===== src/rtl/out_change_serializer.sv =====
// rtl/out_change_serializer.sv - captures result-bus changes into a FIFO and sends them as UART-style frames
module out_change_serializer #(
   parameter int DATA_W     = 8,
   parameter int DEPTH      = 4,
   parameter int BIT_CYCLES = 4
) (
   input  logic                     clk,
   input  logic                     reset_n,
   input  logic [DATA_W-1:0]        data_in,
   input  logic                     clear_ovf,
   output logic                     tx,
   output logic                     busy,
   output logic                     overflow,
   output logic [$clog2(DEPTH):0]   fifo_level
);

   localparam int AW = $clog2(DEPTH);
   localparam int LW = AW + 1;
   localparam int CW = (BIT_CYCLES > 1) ? $clog2(BIT_CYCLES) : 1;
   localparam int IW = (DATA_W > 1) ? $clog2(DATA_W) : 1;
   localparam logic [LW-1:0] FULL     = LW'(DEPTH);
   localparam logic [CW-1:0] CYC_LAST = CW'(BIT_CYCLES - 1);
   localparam logic [IW-1:0] IDX_LAST = IW'(DATA_W - 1);

   typedef enum logic [1:0] {IDLE, START, DATA, STOP} state_t;

   state_t            state, state_nxt;
   logic [CW-1:0]     cyc, cyc_nxt;
   logic [IW-1:0]     idx, idx_nxt;
   logic [DATA_W-1:0] shreg, shreg_nxt;
   logic              tx_nxt;

   logic [DATA_W-1:0] last_val;
   logic [DATA_W-1:0] mem [DEPTH];
   logic [AW-1:0]     wr_ptr, rd_ptr;
   logic              push_req, push, pop, drop;

   // A full FIFO still accepts a value when the serializer pops on the same edge.
   assign push_req = (data_in != last_val);
   assign push     = push_req && ((fifo_level != FULL) || pop);
   assign drop     = push_req && !push;
   assign busy     = (state != IDLE);

   always_ff @(posedge clk or negedge reset_n) begin
      if (!reset_n) begin
         last_val   <= '0;
         wr_ptr     <= '0;
         rd_ptr     <= '0;
         fifo_level <= '0;
         overflow   <= 1'b0;
      end else begin
         if (push_req)
            last_val <= data_in;
         if (push)
            wr_ptr <= wr_ptr + AW'(1);
         if (pop)
            rd_ptr <= rd_ptr + AW'(1);
         if (push && !pop)
            fifo_level <= fifo_level + LW'(1);
         else if (pop && !push)
            fifo_level <= fifo_level - LW'(1);
         if (drop)
            overflow <= 1'b1;
         else if (clear_ovf)
            overflow <= 1'b0;
      end
   end

   always_ff @(posedge clk) begin
      if (push)
         mem[wr_ptr] <= data_in;
   end

   always_ff @(posedge clk or negedge reset_n) begin
      if (!reset_n) begin
         state <= IDLE;
         cyc   <= '0;
         idx   <= '0;
         shreg <= '0;
         tx    <= 1'b1;
      end else begin
         state <= state_nxt;
         cyc   <= cyc_nxt;
         idx   <= idx_nxt;
         shreg <= shreg_nxt;
         tx    <= tx_nxt;
      end
   end

   // tx_nxt is the line level for the state being entered, so tx stays registered.
   always_comb begin
      state_nxt = state;
      cyc_nxt   = cyc;
      idx_nxt   = idx;
      shreg_nxt = shreg;
      tx_nxt    = tx;
      pop       = 1'b0;
      case (state)
         IDLE: begin
            tx_nxt = 1'b1;
            if (fifo_level != '0) begin
               pop       = 1'b1;
               shreg_nxt = mem[rd_ptr];
               cyc_nxt   = '0;
               state_nxt = START;
               tx_nxt    = 1'b0;
            end
         end
         START: begin
            if (cyc == CYC_LAST) begin
               cyc_nxt   = '0;
               idx_nxt   = '0;
               state_nxt = DATA;
               tx_nxt    = shreg[0];
            end else begin
               cyc_nxt = cyc + CW'(1);
            end
         end
         DATA: begin
            if (cyc == CYC_LAST) begin
               cyc_nxt = '0;
               if (idx == IDX_LAST) begin
                  state_nxt = STOP;
                  tx_nxt    = 1'b1;
               end else begin
                  idx_nxt   = idx + IW'(1);
                  shreg_nxt = {1'b0, shreg[DATA_W-1:1]};
                  tx_nxt    = shreg[1];
               end
            end else begin
               cyc_nxt = cyc + CW'(1);
            end
         end
         STOP: begin
            if (cyc == CYC_LAST) begin
               cyc_nxt = '0;
               if (fifo_level != '0) begin
                  pop       = 1'b1;
                  shreg_nxt = mem[rd_ptr];
                  state_nxt = START;
                  tx_nxt    = 1'b0;
               end else begin
                  state_nxt = IDLE;
                  tx_nxt    = 1'b1;
               end
            end else begin
               cyc_nxt = cyc + CW'(1);
            end
         end
         default: begin
            state_nxt = IDLE;
            tx_nxt    = 1'b1;
         end
      endcase
   end

endmodule


===== config.mk =====
export PLATFORM = sky130hd
export DESIGN_NAME = out_change_serializer
export DESIGN_NICKNAME = d
export VERILOG_FILES = /design/src/rtl/out_change_serializer.sv
export SDC_FILE = /design/constraint.sdc
export NUM_CORES = 1
export LEC_CHECK = 0
export CORE_UTILIZATION = 45
export DETAILED_ROUTE_END_ITERATION = 10
export DONT_BUFFER_PORTS = 1
export PLACE_DENSITY = 0.61
export SKIP_CTS_REPAIR_TIMING = 1
export SYNTH_ARGS = -nofsm -noshare
export SYNTH_HDL_FRONTEND = slang
export SYNTH_SLANG_ARGS = --single-unit

===== constraint.sdc =====
create_clock -name clk -period 4.95 [get_ports clk]
set_input_delay 0.99 -clock clk [delete_from_list [all_inputs] [get_ports clk]]
set_output_delay 0.99 -clock clk [all_outputs]
set_load 0.02 [all_outputs]

==> results.md, run 1 <==
- Critical setup path kind: reg2reg
- Status: complete, no violations
- Number of synthesized register bits: 64
- Floorplan die area: 6820 sq um
- Count of max-cap constraint violations: 0
- CP endpoint kind: register
- First-pass detailed-route iteration total: 4
- # DRC: 0
- CTS sink cnt: 64
- Count of cell types in the netlist: 35
- Largest voltage drop on the vdd net: 359 uV
- Proportion of power drawn by the clock network: between 10% and 20%
- Reg-to-reg startpoint: state[0]$_DFFE_PN0P_
- Floorplan row count: 28
- Sum of negative setup slack: 0 ps
- Maximum clock skew at final layout: ~8.0 ps
- Clock slew at the register clock pins of the worst setup and hold paths: 70 ps
- Switching fraction of total power: 33.7%
- Maximum number of buffers from clock root to sink: 2
- Worst hold path class: in2async
- Instance count after placement with tap cells included: ~260
- Number of global-route vias before repair: 1,584
- Per-cell via count in the routed design: about 5.3
- Drt first-iter violations: 39
- Pin count of the biggest net entering global routing: 33
- Wire length of the first global-routing pass: 7820 microns
- Sequential Area: 1760 sq um
- Later-pin clock latency in the skew report: 330 ps
- Antenna diode count: 0
- Worst Max-Slew Pin Slew: 802 ps
- Reg-to-reg slack, setup: 2140 ps
- Worst max-slew margin expressed relative to the limit: 46.3%
- Timing endpoint of the critical path: fifo_level[2]$_DFFE_PN0P_
- Total GRT Usage: 16.3%
- NetSw: 755 uW
- Endpoint of the lowest-slack register-to-register path: fifo_level[2]$_DFFE_PN0P_
- Number of nets in the layout: 219
- Start point of the critical path: state[0]$_DFFE_PN0P_
- Overall via count from detail_route: roughly 1,400
- Initial cell density of the core: 47.9%
- Routed len/inst: 16.7 microns
- Reg2Reg Depth: 11
- Highest attainable clock frequency: 356 MHz
- Sequential-to-total area share from yosys stat: 60.3%
- Syn_nets: 220
- Fraction of final layout cells sized beyond drive strength 1: 22.7%
- Detailed placement HPWL: 3100 microns
- Power density relative to cell area: about 720 nW/um^2
- Level count of the clock H-tree: 3
- Total global routing overflow: 0
- Design Area, Final: 3130 sq um
- Internal power consumption: 1.48 mW
- YS warnings: 0
- Sequential power share: a little over two fifths
- Initial antenna violation count: 0
- Share of the cycle needed by the critical path after routing: a little under three fifths
- Area Overhead vs Synth: 6.94%
- Number of routed nets with antenna violations: 0
- Floorplan core area: 6100 sq um
- Total power consumption of the routed design: 2.24 mW
- Count of pins over their slew limit: 0
- Worst Setup Start Kind: register
- Num CTS Buffers: 9
- Area of combinational cells with multiple inputs: 1040 sq um
- Final hold violation count: 0
- Clock period minus worst slack: 2810 ps
- Number of input and output port buffers inserted: 0
- Gate count after technology mapping: ~190
- Count of filler cells inserted in the layout: 521
- Mean instance size in the synthesized netlist: 15.1 sq um
- Total of endpoints with negative setup slack in the final report: 0
- Summed instance area of the synthesized netlist: 2920 sq um
- Portion of total power attributed to combinational logic: 39.7%
- IO Count: 17
- Maximum fanout encountered on the critical timing path: 7
- Worst EP arrival: 3060 ps
- Placer congestion estimate: 0.802
- Number of cells in the finished layout apart from fillers: 273
- Aggregate routed wire length: 4550 microns
- Area post-placement: 2950 sq um
- Clk Tree Root Cell: sky130_fd_sc_hd__clkbuf_8
- Setup repair after global routing missed its margin: no
- TritonCTS clock tree: done
- Width of the die: 82.6 microns
- DIE HEIGHT: 82.6 microns
- LEAKAGE: around 1.2 nW
- Data required time at the worst endpoint: 5200 ps
## registers in the layout (all words and copies together) (netlist names)
name	cells
mem	32
last_val	8
shreg	8
fifo_level	3
idx	3
cyc	2
rd_ptr	2
state	2
wr_ptr	2
overflow	1
tx	1
## kinds of logic (layout without fill, tap and decap cells)
family / count (synthesis) / in the layout / share of synthesized area (%)
buffers and inverters: 26 / 30 / 4.11
muxes: 28 / 28 / 15.0
xor gates and xnor gates: 14 / 14 / 4.20
AOI/OAI and AO/OA: 19 / 19 / 4.97
adders and majority gates: 15 / 15 / 6.68
and+or+nand+nor: 28 / 28 / 4.71
DFF: 64 / 64 / 60.3
## worst min path at each step
stage	slack, ps	startpoint	end
2_1_floorplan	470	cyc[1]$_DFFE_PN0N_	cyc[1]$_DFFE_PN0N_
3_3_place_gp	480	cyc[1]$_DFFE_PN0N_	cyc[1]$_DFFE_PN0N_
3_5_place_dp	490	shreg[4]$_DFFE_PN0P_	shreg[4]$_DFFE_PN0P_
4_1_cts	340	reset_n	state[0]$_DFFE_PN0P_
5_1_grt	330	reset_n	shreg[7]$_DFFE_PN0P_
6_report	350	reset_n	shreg[7]$_DFFE_PN0P_
## worst max-delay path, stage by stage (launching register included)
cell	delay [ps]
sky130_fd_sc_hd__dfrtp_1	460
sky130_fd_sc_hd__inv_1	110
sky130_fd_sc_hd__ha_1	380
sky130_fd_sc_hd__o211ai_1	320
sky130_fd_sc_hd__o21ai_1	260
sky130_fd_sc_hd__inv_1	120
sky130_fd_sc_hd__ha_1	190
sky130_fd_sc_hd__inv_1	60
sky130_fd_sc_hd__fa_1	370
sky130_fd_sc_hd__xor2_1	170
sky130_fd_sc_hd__nor2_1	110
sky130_fd_sc_hd__xor2_1	170
## cell type report
| class | count | area share [%] |
|---|---|---|
| clock buffer | 13 | 5.08 |
| tap | 75 | 3.00 |
| inverter | 14 | 1.68 |
| multi-input combinational | 104 | 33.3 |
| clock inverter | 3 | 0.560 |
| sequential | 64 | 56.4 |
## cell usage after synthesis
cell type,n,area [sq um]
sky130_fd_sc_hd__a211o_1,1,8.76
sky130_fd_sc_hd__a21boi_0,1,7.51
sky130_fd_sc_hd__a21oi_1,1,5.00
sky130_fd_sc_hd__a21oi_4,1,16.3
sky130_fd_sc_hd__a221o_1,1,10.0
sky130_fd_sc_hd__a22o_1,5,43.8
sky130_fd_sc_hd__and2b_1,1,7.51
sky130_fd_sc_hd__buf_6,3,33.8
sky130_fd_sc_hd__clkbuf_1,9,33.8
sky130_fd_sc_hd__dfrtp_1,31,776
sky130_fd_sc_hd__dfstp_2,1,26.3
sky130_fd_sc_hd__edfxtp_1,32,961
sky130_fd_sc_hd__fa_1,1,20.0
sky130_fd_sc_hd__ha_1,14,175
sky130_fd_sc_hd__inv_1,14,52.6
sky130_fd_sc_hd__mux2_2,12,135
sky130_fd_sc_hd__mux2_4,8,120
sky130_fd_sc_hd__mux4_1,1,26.3
sky130_fd_sc_hd__mux4_2,7,158
sky130_fd_sc_hd__nand2_1,6,22.5
sky130_fd_sc_hd__nand3_1,2,10.0
sky130_fd_sc_hd__nand3b_1,1,7.51
sky130_fd_sc_hd__nand4_1,2,12.5
sky130_fd_sc_hd__nor2_1,9,33.8
sky130_fd_sc_hd__nor2b_1,2,12.5
sky130_fd_sc_hd__nor3_1,3,15.0
sky130_fd_sc_hd__nor3_2,1,10.0
sky130_fd_sc_hd__o211ai_1,1,7.51
sky130_fd_sc_hd__o21ai_0,4,20.0
sky130_fd_sc_hd__o21ai_1,1,5.00
sky130_fd_sc_hd__o22ai_1,1,6.26
sky130_fd_sc_hd__o31ai_1,2,15.0
sky130_fd_sc_hd__or2_2,1,6.26
sky130_fd_sc_hd__xnor2_1,11,96.3
sky130_fd_sc_hd__xor2_1,3,26.3
## layout by cell type (no fill, tap or decap), drive strengths merged, types with 3 or more instances in the layout
master / count
o21ai: 5
xor2: 3
inv: 14
xnor2: 11
clkbuf: 13
mux2: 20
a22o: 5
dfrtp: 31
edfxtp: 32
nand2: 6
ha: 14
nor3: 4
mux4: 8
nor2: 9
## per-stage QoR
step | hold WS (ps) | setup WS, ps | utilization, %
2_1_floorplan | 473 | 2230 | -
3_3_place_gp | 485 | 2060 | 48.4
3_5_place_dp | 494 | 1970 | 48.4
4_1_cts | 338 | 2110 | 51.3
5_1_grt | 328 | 1900 | 51.3
6_report | 350 | 2140 | 51.3
## power groups by stage
stage / Sequential [mW] / Clock (mW) / Combinational [mW]
global placement: 0.948 / 0 / 0.863
detailed placement: 0.964 / 0 / 0.901
CTS: 0.955 / 0.404 / 0.908
floorplan: 0.896 / 0 / 0.808
finish: 0.951 / 0.398 / 0.890
global route: 0.979 / 0.425 / 0.995
## per-layer routing
metal  vias up  GRT usage [%]  share of wire (%)
met5         -              0                  0
met4         0           7.76                1.6
met3         7           4.18                3.7
met2        23           26.0                 50
met1       730           20.6                 44
li1        689              -                  -
No activity file was read; power rests on OpenSTA's default activity.
==> inputs of run 2 (changes only) <==
==> constraint.sdc (replaced) <==
create_clock -name clk -period 2.8 [get_ports clk]
set_input_delay 0.56 -clock clk [delete_from_list [all_inputs] [get_ports clk]]
set_output_delay 0.56 -clock clk [all_outputs]
set_load 0.02 [all_outputs]
==> run 2 against run 1 <==
Clock power grew 88%. Sequential power rose by 77%. Sequential share of layout area decreased by 1.2 points. Wire length is 3.2% higher. Combinational power is 84% higher. Final cell count rose by 2.2%. Register-to-register slack worse by 1900 ps. Count of clock-buffer cells in the layout decreased by 2. Critical path type unchanged. Largest power group unchanged. Highest routed layer unchanged.
==> results.md, run 2 (synthesis results as in run 1) <==
- Total GRT Usage: 16.3% (about the same)
- Family of cells with the greatest summed delay on the critical path: adder cells (unchanged)
- Pin count of the biggest net entering global routing: 33 (unchanged)
- # DRC: 0 (unchanged)
- Level count of the clock H-tree: 3 (unchanged)
- Count of pins over their slew limit: 0 (unchanged)
- Power density relative to cell area: 1270 nW/um^2 (was 716 nW/um^2)
- Stage delay of the slowest cell on the critical path: 440 ps (was 460 ps)
- Most common cell type on the critical path: sky130_fd_sc_hd__inv_1 (unchanged)
- Count of max-cap constraint violations: 0 (unchanged)
- Floorplan die area: 6820 sq um (unchanged)
- Total global routing overflow: 0 (unchanged)
- Sum of negative setup slack: 0 ps (unchanged)
- Worst Max-Slew Pin Slew: 605 ps (was 802 ps)
- Aggregate routed wire length: 4700 microns (was 4550 microns)
- Clk Tree Root Cell: sky130_fd_sc_hd__clkbuf_8 (unchanged)
- TritonCTS clock tree: done (unchanged)
- Worst max-slew margin expressed relative to the limit: 59.7% (was 46.3%)
- Final hold violation count: 0 (unchanged)
- CP bufs+invs: 3 (unchanged)
- DIE HEIGHT: 82.6 microns (unchanged)
- Per-cell via count in the routed design: 5.38 (was 5.31)
- Maximum fanout encountered on the critical timing path: 6 (was 7)
- Number of nets in the layout: 225 (was 219)
- Clock slew at the register clock pins of the worst setup and hold paths: 70 ps (about the same)
- Drt first-iter violations: 68 (was 39)
- Maximum number of buffers from clock root to sink: 2 (unchanged)
- Master of the slowest instance on the critical path: sky130_fd_sc_hd__dfrtp_1 (unchanged)
- Antenna diode count: 0 (unchanged)
- Placer congestion estimate: 0.812 (was 0.802)
- Maximum clock skew at final layout: 4.55 ps (was 7.96 ps)
- Floorplan row count: 28 (unchanged)
- Detailed placement HPWL: 3200 microns (was 3100 microns)
- Instance count after placement with tap cells included: 262 (was 257)
- Worst EP arrival: 2780 ps (was 3060 ps)
- Worst Setup Start Kind: register (unchanged)
- Most common cell after layout, fill and taps aside: sky130_fd_sc_hd__edfxtp_1 (unchanged)
- Share of the cycle needed by the critical path after routing: 90.3% (was 56.8%)
- Number of global-route vias before repair: 1,582 (was 1,584)
- Setup repair after global routing missed its margin: no (unchanged)
- Critical path, cell by cell: inv_1, ha_1, o211ai_1, o21ai_1, inv_1, ha_1, inv_1, fa_1, xor2_1, nor2_1, xor2_1 (unchanged)
- Area Overhead vs Synth: 9.33% (was 6.94%)
- Design Area, Final: 3200 sq um (was 3130 sq um)
- LEAKAGE: 1.26 nW (was 1.23 nW)
- Clock period minus worst slack: 2530 ps (was 2810 ps)
- Initial antenna violation count: 0 (unchanged)
- Width of the die: 82.6 microns (unchanged)
- Regs by FF count: mem x32, last_val x8, shreg x8 (unchanged)
- Wire length of the first global-routing pass: 7770 microns (was 7820 microns)
- Num CTS Buffers: 9 (unchanged)
- Overall via count from detail_route: 1,502 (was 1,449)
- Status: complete, no violations (unchanged)
- IO Count: 17 (unchanged)
- Routed len/inst: 16.8 microns (was 16.7 microns)
- Largest voltage drop on the vdd net: 716 uV (was 359 uV)
- Number of input and output port buffers inserted: 0 (unchanged)
- Critical setup path kind: reg2reg (unchanged)
- Total of endpoints with negative setup slack in the final report: 0 (unchanged)
- Area post-placement: 2990 sq um (was 2950 sq um)
- Register name with the most flops: mem (unchanged)
- Fraction of final layout cells sized beyond drive strength 1: 25.0% (was 22.7%)
- CP endpoint kind: register (unchanged)
- Max FFs per register: 32 (unchanged)
- CTS sink cnt: 64 (unchanged)
- Number of cells in the finished layout apart from fillers: 279 (was 273)
- Initial cell density of the core: 47.9% (unchanged)
- Worst hold path class: in2async (unchanged)
- Highest attainable clock frequency: 395 MHz (was 356 MHz)
- Floorplan core area: 6100 sq um (unchanged)
- Number of routed nets with antenna violations: 0 (unchanged)
- Data required time at the worst endpoint: 3050 ps (was 5200 ps)
- First-pass detailed-route iteration total: 4 (unchanged)
- Top library cells by usage in the layout, fill and taps aside: 32 x sky130_fd_sc_hd__edfxtp_1, 31 x sky130_fd_sc_hd__dfrtp_1, 14 x sky130_fd_sc_hd__inv_1, 14 x sky130_fd_sc_hd__ha_1, 12 x sky130_fd_sc_hd__mux2_2 (unchanged)
- Later-pin clock latency in the skew report: 330 ps (about the same)
[run 2: cell types whose count changed in the layout (fill, tap and decap cells not counted)]
| cell | delta |
|---|---|
| sky130_fd_sc_hd__buf_12 | +1 |
| sky130_fd_sc_hd__buf_4 | +5 |
| sky130_fd_sc_hd__bufinv_16 | +1 |
| sky130_fd_sc_hd__clkbuf_8 | -2 |
| sky130_fd_sc_hd__clkinv_2 | -1 |
| sky130_fd_sc_hd__clkinvlp_4 | +2 |
[run 2: area by class of cell]
cell class / instances / area (sq um)
tap: 75 / 93.8
multi-input combinational: 104 / 1040
fill: 502 / 2900
timing repair buffer: 6 / 57.6
sequential: 64 / 1760
inverter: 14 / 52.6
clock inverter: 5 / 57.6
clock buffer: 11 / 131
[run 2: path summary, 6_finish.rpt]
kind / to / depth (start not counted) / from / slack, ps
max: fifo_level[2]$_DFFE_PN0P_ / 11 / state[0]$_DFFE_PN0P_ / 270
min: shreg[0]$_DFFE_PN0P_ / 1 / reset_n / 60
max reg2reg: fifo_level[2]$_DFFE_PN0P_ / 11 / state[0]$_DFFE_PN0P_ / 270
min reg2reg: shreg[4]$_DFFE_PN0P_ / 1 / shreg[4]$_DFFE_PN0P_ / 510
max in group asynchronous: rd_ptr[1]$_DFFE_PN0P_ / 1 / reset_n / 2560
min in group clk: last_val[1]$_DFFE_PN0P_ / 0 / data_in[1] / 260
[run 2: stage by stage]
stage	util (%)	total power, mW	hold slack (ps)	worst slack, ps
CTS	52.1	4.11	-93.4	267
global route	52.4	4.37	49.9	65.2
detailed placement	49.0	3.36	266	316
floorplan	-	3.01	264	419
finish	52.4	4.07	62.3	271
global placement	49.0	3.26	266	448
[run 2: layer usage]
metal | global-route usage [%] | up-vias | part of all wire, %
li1 | - | 699 | -
met1 | 20.2 | 772 | 45
met2 | 26.4 | 23 | 50
met3 | 4.62 | 8 | 4.0
met4 | 7.76 | 0 | 1.3
met5 | 0 | - | 0
[run 2: power by group]
part           internal [mW]  switching [mW]
combinational          0.906           0.730
sequential              1.39           0.291
clock                  0.410           0.337
total                   2.71            1.36
==> inputs of run 3 (changes only) <==
--- a/config.mk
+++ b/config.mk
@@ -5,10 +5,10 @@
 export SDC_FILE = /design/constraint.sdc
 export NUM_CORES = 1
 export LEC_CHECK = 0
-export CORE_UTILIZATION = 45
+export CORE_UTILIZATION = 50
 export DETAILED_ROUTE_END_ITERATION = 10
 export DONT_BUFFER_PORTS = 1
-export PLACE_DENSITY = 0.61
+export PLACE_DENSITY = 0.66
 export SKIP_CTS_REPAIR_TIMING = 1
 export SYNTH_ARGS = -nofsm -noshare
 export SYNTH_HDL_FRONTEND = slang
==> run 3 against run 2 <==
Non-clock buffer count unchanged. Final area increased by 1.1%. Highest routed layer unchanged. Largest cell class unchanged. Flip-flop and latch count stayed put.
==> results.md, run 3 (synthesis results as in run 1) <==
- Overall via count from detail_route: 1,521 (was 1,502)
- Total of endpoints with negative setup slack in the final report: 0 (unchanged)
- Master of the slowest instance on the critical path: sky130_fd_sc_hd__dfrtp_1 (unchanged)
- Number of input and output port buffers inserted: 0 (unchanged)
- Maximum fanout encountered on the critical timing path: 6 (unchanged)
- Number of routed nets with antenna violations: 0 (unchanged)
- Data required time at the worst endpoint: 3070 ps (was 3050 ps)
- Worst Max-Slew Pin Slew: 614 ps (was 605 ps)
- Drt first-iter violations: 57 (was 68)
- Reg-to-reg slack, setup: 290 ps (was 270 ps)
- Power density relative to cell area: 1300 nW/um^2 (was 1270 nW/um^2)
- Later-pin clock latency in the skew report: 340 ps (was 330 ps)
- Clk Tree Root Cell: sky130_fd_sc_hd__clkbuf_8 (unchanged)
- Largest voltage drop on the vdd net: 568 uV (was 716 uV)
- Floorplan die area: 6160 sq um (was 6820 sq um)
- IO Count: 17 (unchanged)
- Critical setup path kind: reg2reg (unchanged)
- Worst Setup Start Kind: register (unchanged)
- Critical path, cell by cell: inv_1, ha_1, o211ai_1, o21ai_1, inv_1, ha_1, inv_1, fa_1, xor2_1, nor2_1, xor2_1 (unchanged)
- Instance count after placement with tap cells included: 259 (was 262)
- Count of pins over their slew limit: 0 (unchanged)
- Worst max-slew margin expressed relative to the limit: 59.1% (was 59.7%)
- Regs by FF count: mem x32, last_val x8, shreg x8 (unchanged)
- Most common cell type on the critical path: sky130_fd_sc_hd__inv_1 (unchanged)
- Number of nets in the layout: 225 (unchanged)
- Status: complete, no violations (unchanged)
- Reg-to-reg startpoint: state[0]$_DFFE_PN0P_ (unchanged)
- Maximum clock skew at final layout: 4.47 ps (was 4.55 ps)
- Sum of negative setup slack: 0 ps (unchanged)
- Floorplan row count: 27 (was 28)
- Maximum number of buffers from clock root to sink: 2 (unchanged)
- Worst hold slack: 41.3 ps (was 62.3 ps)
- DIE HEIGHT: 78.5 microns (was 82.6 microns)
- Num CTS Buffers: 9 (unchanged)
- Routed len/inst: 16.8 microns (about the same)
- Level count of the clock H-tree: 3 (unchanged)
- Highest attainable clock frequency: 398 MHz (was 395 MHz)
- CP endpoint kind: register (unchanged)
- Placer congestion estimate: 0.780 (was 0.812)
- Detailed placement HPWL: 3130 microns (was 3200 microns)
- Number of cells in the finished layout apart from fillers: 276 (was 279)
- Pin count of the biggest net entering global routing: 33 (unchanged)
- Total GRT Usage: 17.4% (was 16.3%)
- Total global routing overflow: 0 (unchanged)
- Per-cell via count in the routed design: 5.51 (was 5.38)
- Worst hold path class: in2async (unchanged)
- Register name with the most flops: mem (unchanged)
- First-pass detailed-route iteration total: 4 (unchanged)
- Setup repair after global routing missed its margin: no (unchanged)
- LEAKAGE: 1.28 nW (was 1.26 nW)
- Fraction of final layout cells sized beyond drive strength 1: 26.0% (was 25.0%)
- Floorplan core area: 5570 sq um (was 6100 sq um)
- CTS sink cnt: 64 (unchanged)
- TritonCTS clock tree: done (unchanged)
- Width of the die: 78.5 microns (was 82.6 microns)
- Area Overhead vs Synth: 10.5% (was 9.33%)
- Antenna diode count: 0 (unchanged)
- Number of global-route vias before repair: 1,564 (was 1,582)
- Initial cell density of the core: 52.4% (was 47.9%)
- Worst EP arrival: 2780 ps (about the same)
- CP bufs+invs: 3 (unchanged)
- Start point of the critical path: state[0]$_DFFE_PN0P_ (unchanged)
- Max FFs per register: 32 (unchanged)
- Final hold violation count: 0 (unchanged)
- Endpoint of the lowest-slack register-to-register path: fifo_level[2]$_DFFE_PN0P_ (unchanged)
- Reg2Reg Depth: 11 (unchanged)
- Clock slew at the register clock pins of the worst setup and hold paths: 70 ps (about the same)
- Top library cells by usage in the layout, fill and taps aside: 32 x sky130_fd_sc_hd__edfxtp_1, 31 x sky130_fd_sc_hd__dfrtp_1, 14 x sky130_fd_sc_hd__inv_1, 14 x sky130_fd_sc_hd__ha_1, 12 x sky130_fd_sc_hd__mux2_2 (unchanged)
- Family of cells with the greatest summed delay on the critical path: adder cells (unchanged)
- Count of max-cap constraint violations: 0 (unchanged)
- Aggregate routed wire length: 4630 microns (was 4700 microns)
- Stage delay of the slowest cell on the critical path: 440 ps (about the same)
- Count of filler cells inserted in the layout: 444 (was 502)
- Clock period minus worst slack: 2510 ps (was 2530 ps)
- Initial antenna violation count: 0 (unchanged)
- Share of the cycle needed by the critical path after routing: 89.7% (was 90.3%)
- Most common cell after layout, fill and taps aside: sky130_fd_sc_hd__edfxtp_1 (unchanged)
- Wire length of the first global-routing pass: 7590 microns (was 7770 microns)
- # DRC: 0 (unchanged)
==> run 3: per-stage QoR <==
step / area (sq um) / setup slack [ps] / util, % / total power [mW]
after global routing: 3230 / 47.5 / 57.9 / 4.48
final: 3230 / 288 / 57.9 / 4.20
after detailed placement: 2980 / 283 / 53.5 / 3.35
after CTS: 3210 / 269 / 57.6 / 4.24
after floorplan: 2920 / 419 / - / 3.01
after global placement: 2980 / 448 / 53.5 / 3.24
==> run 3: power breakdown <==
group          total [mW]  internal (mW)  switching (mW)
combinational        1.64          0.907           0.733
clock               0.887          0.510           0.377
sequential           1.68           1.39           0.285
total                4.20           2.81            1.39
==> run 3: how the worst max path moves through the flow <==
| stage | slack [ps] | endpoint | depth (start not counted) |
|---|---|---|---|
| global route | 50 | fifo_level[2]$_DFFE_PN0P_ | 12 |
| finish | 290 | fifo_level[2]$_DFFE_PN0P_ | 11 |
| CTS | 270 | fifo_level[2]$_DFFE_PN0P_ | 11 |
| floorplan | 420 | fifo_level[1]$_DFFE_PN0P_ | 10 |
| detailed placement | 280 | fifo_level[2]$_DFFE_PN0P_ | 11 |
| global placement | 450 | fifo_level[2]$_DFFE_PN0P_ | 11 |
==> run 3: final cells by class <==
| class | count | area (sq um) | area share, % |
|---|---|---|---|
| timing repair buffer | 6 | 57.6 | 1.78 |
| multi-input combinational | 104 | 1040 | 32.2 |
| clock inverter | 7 | 103 | 3.18 |
| tap | 72 | 90.1 | 2.79 |
| clock buffer | 9 | 124 | 3.84 |
| sequential | 64 | 1760 | 54.6 |
| inverter | 14 | 52.6 | 1.63 |
==> run 3: per-layer routing <==
metal,vias to the layer above,share of wire (%),GRT usage [%]
met5,-,0,0
met2,33,52,28.3
met3,6,4.5,6.86
met4,0,1.9,7.78
met1,781,42,20.4
li1,701,-,-
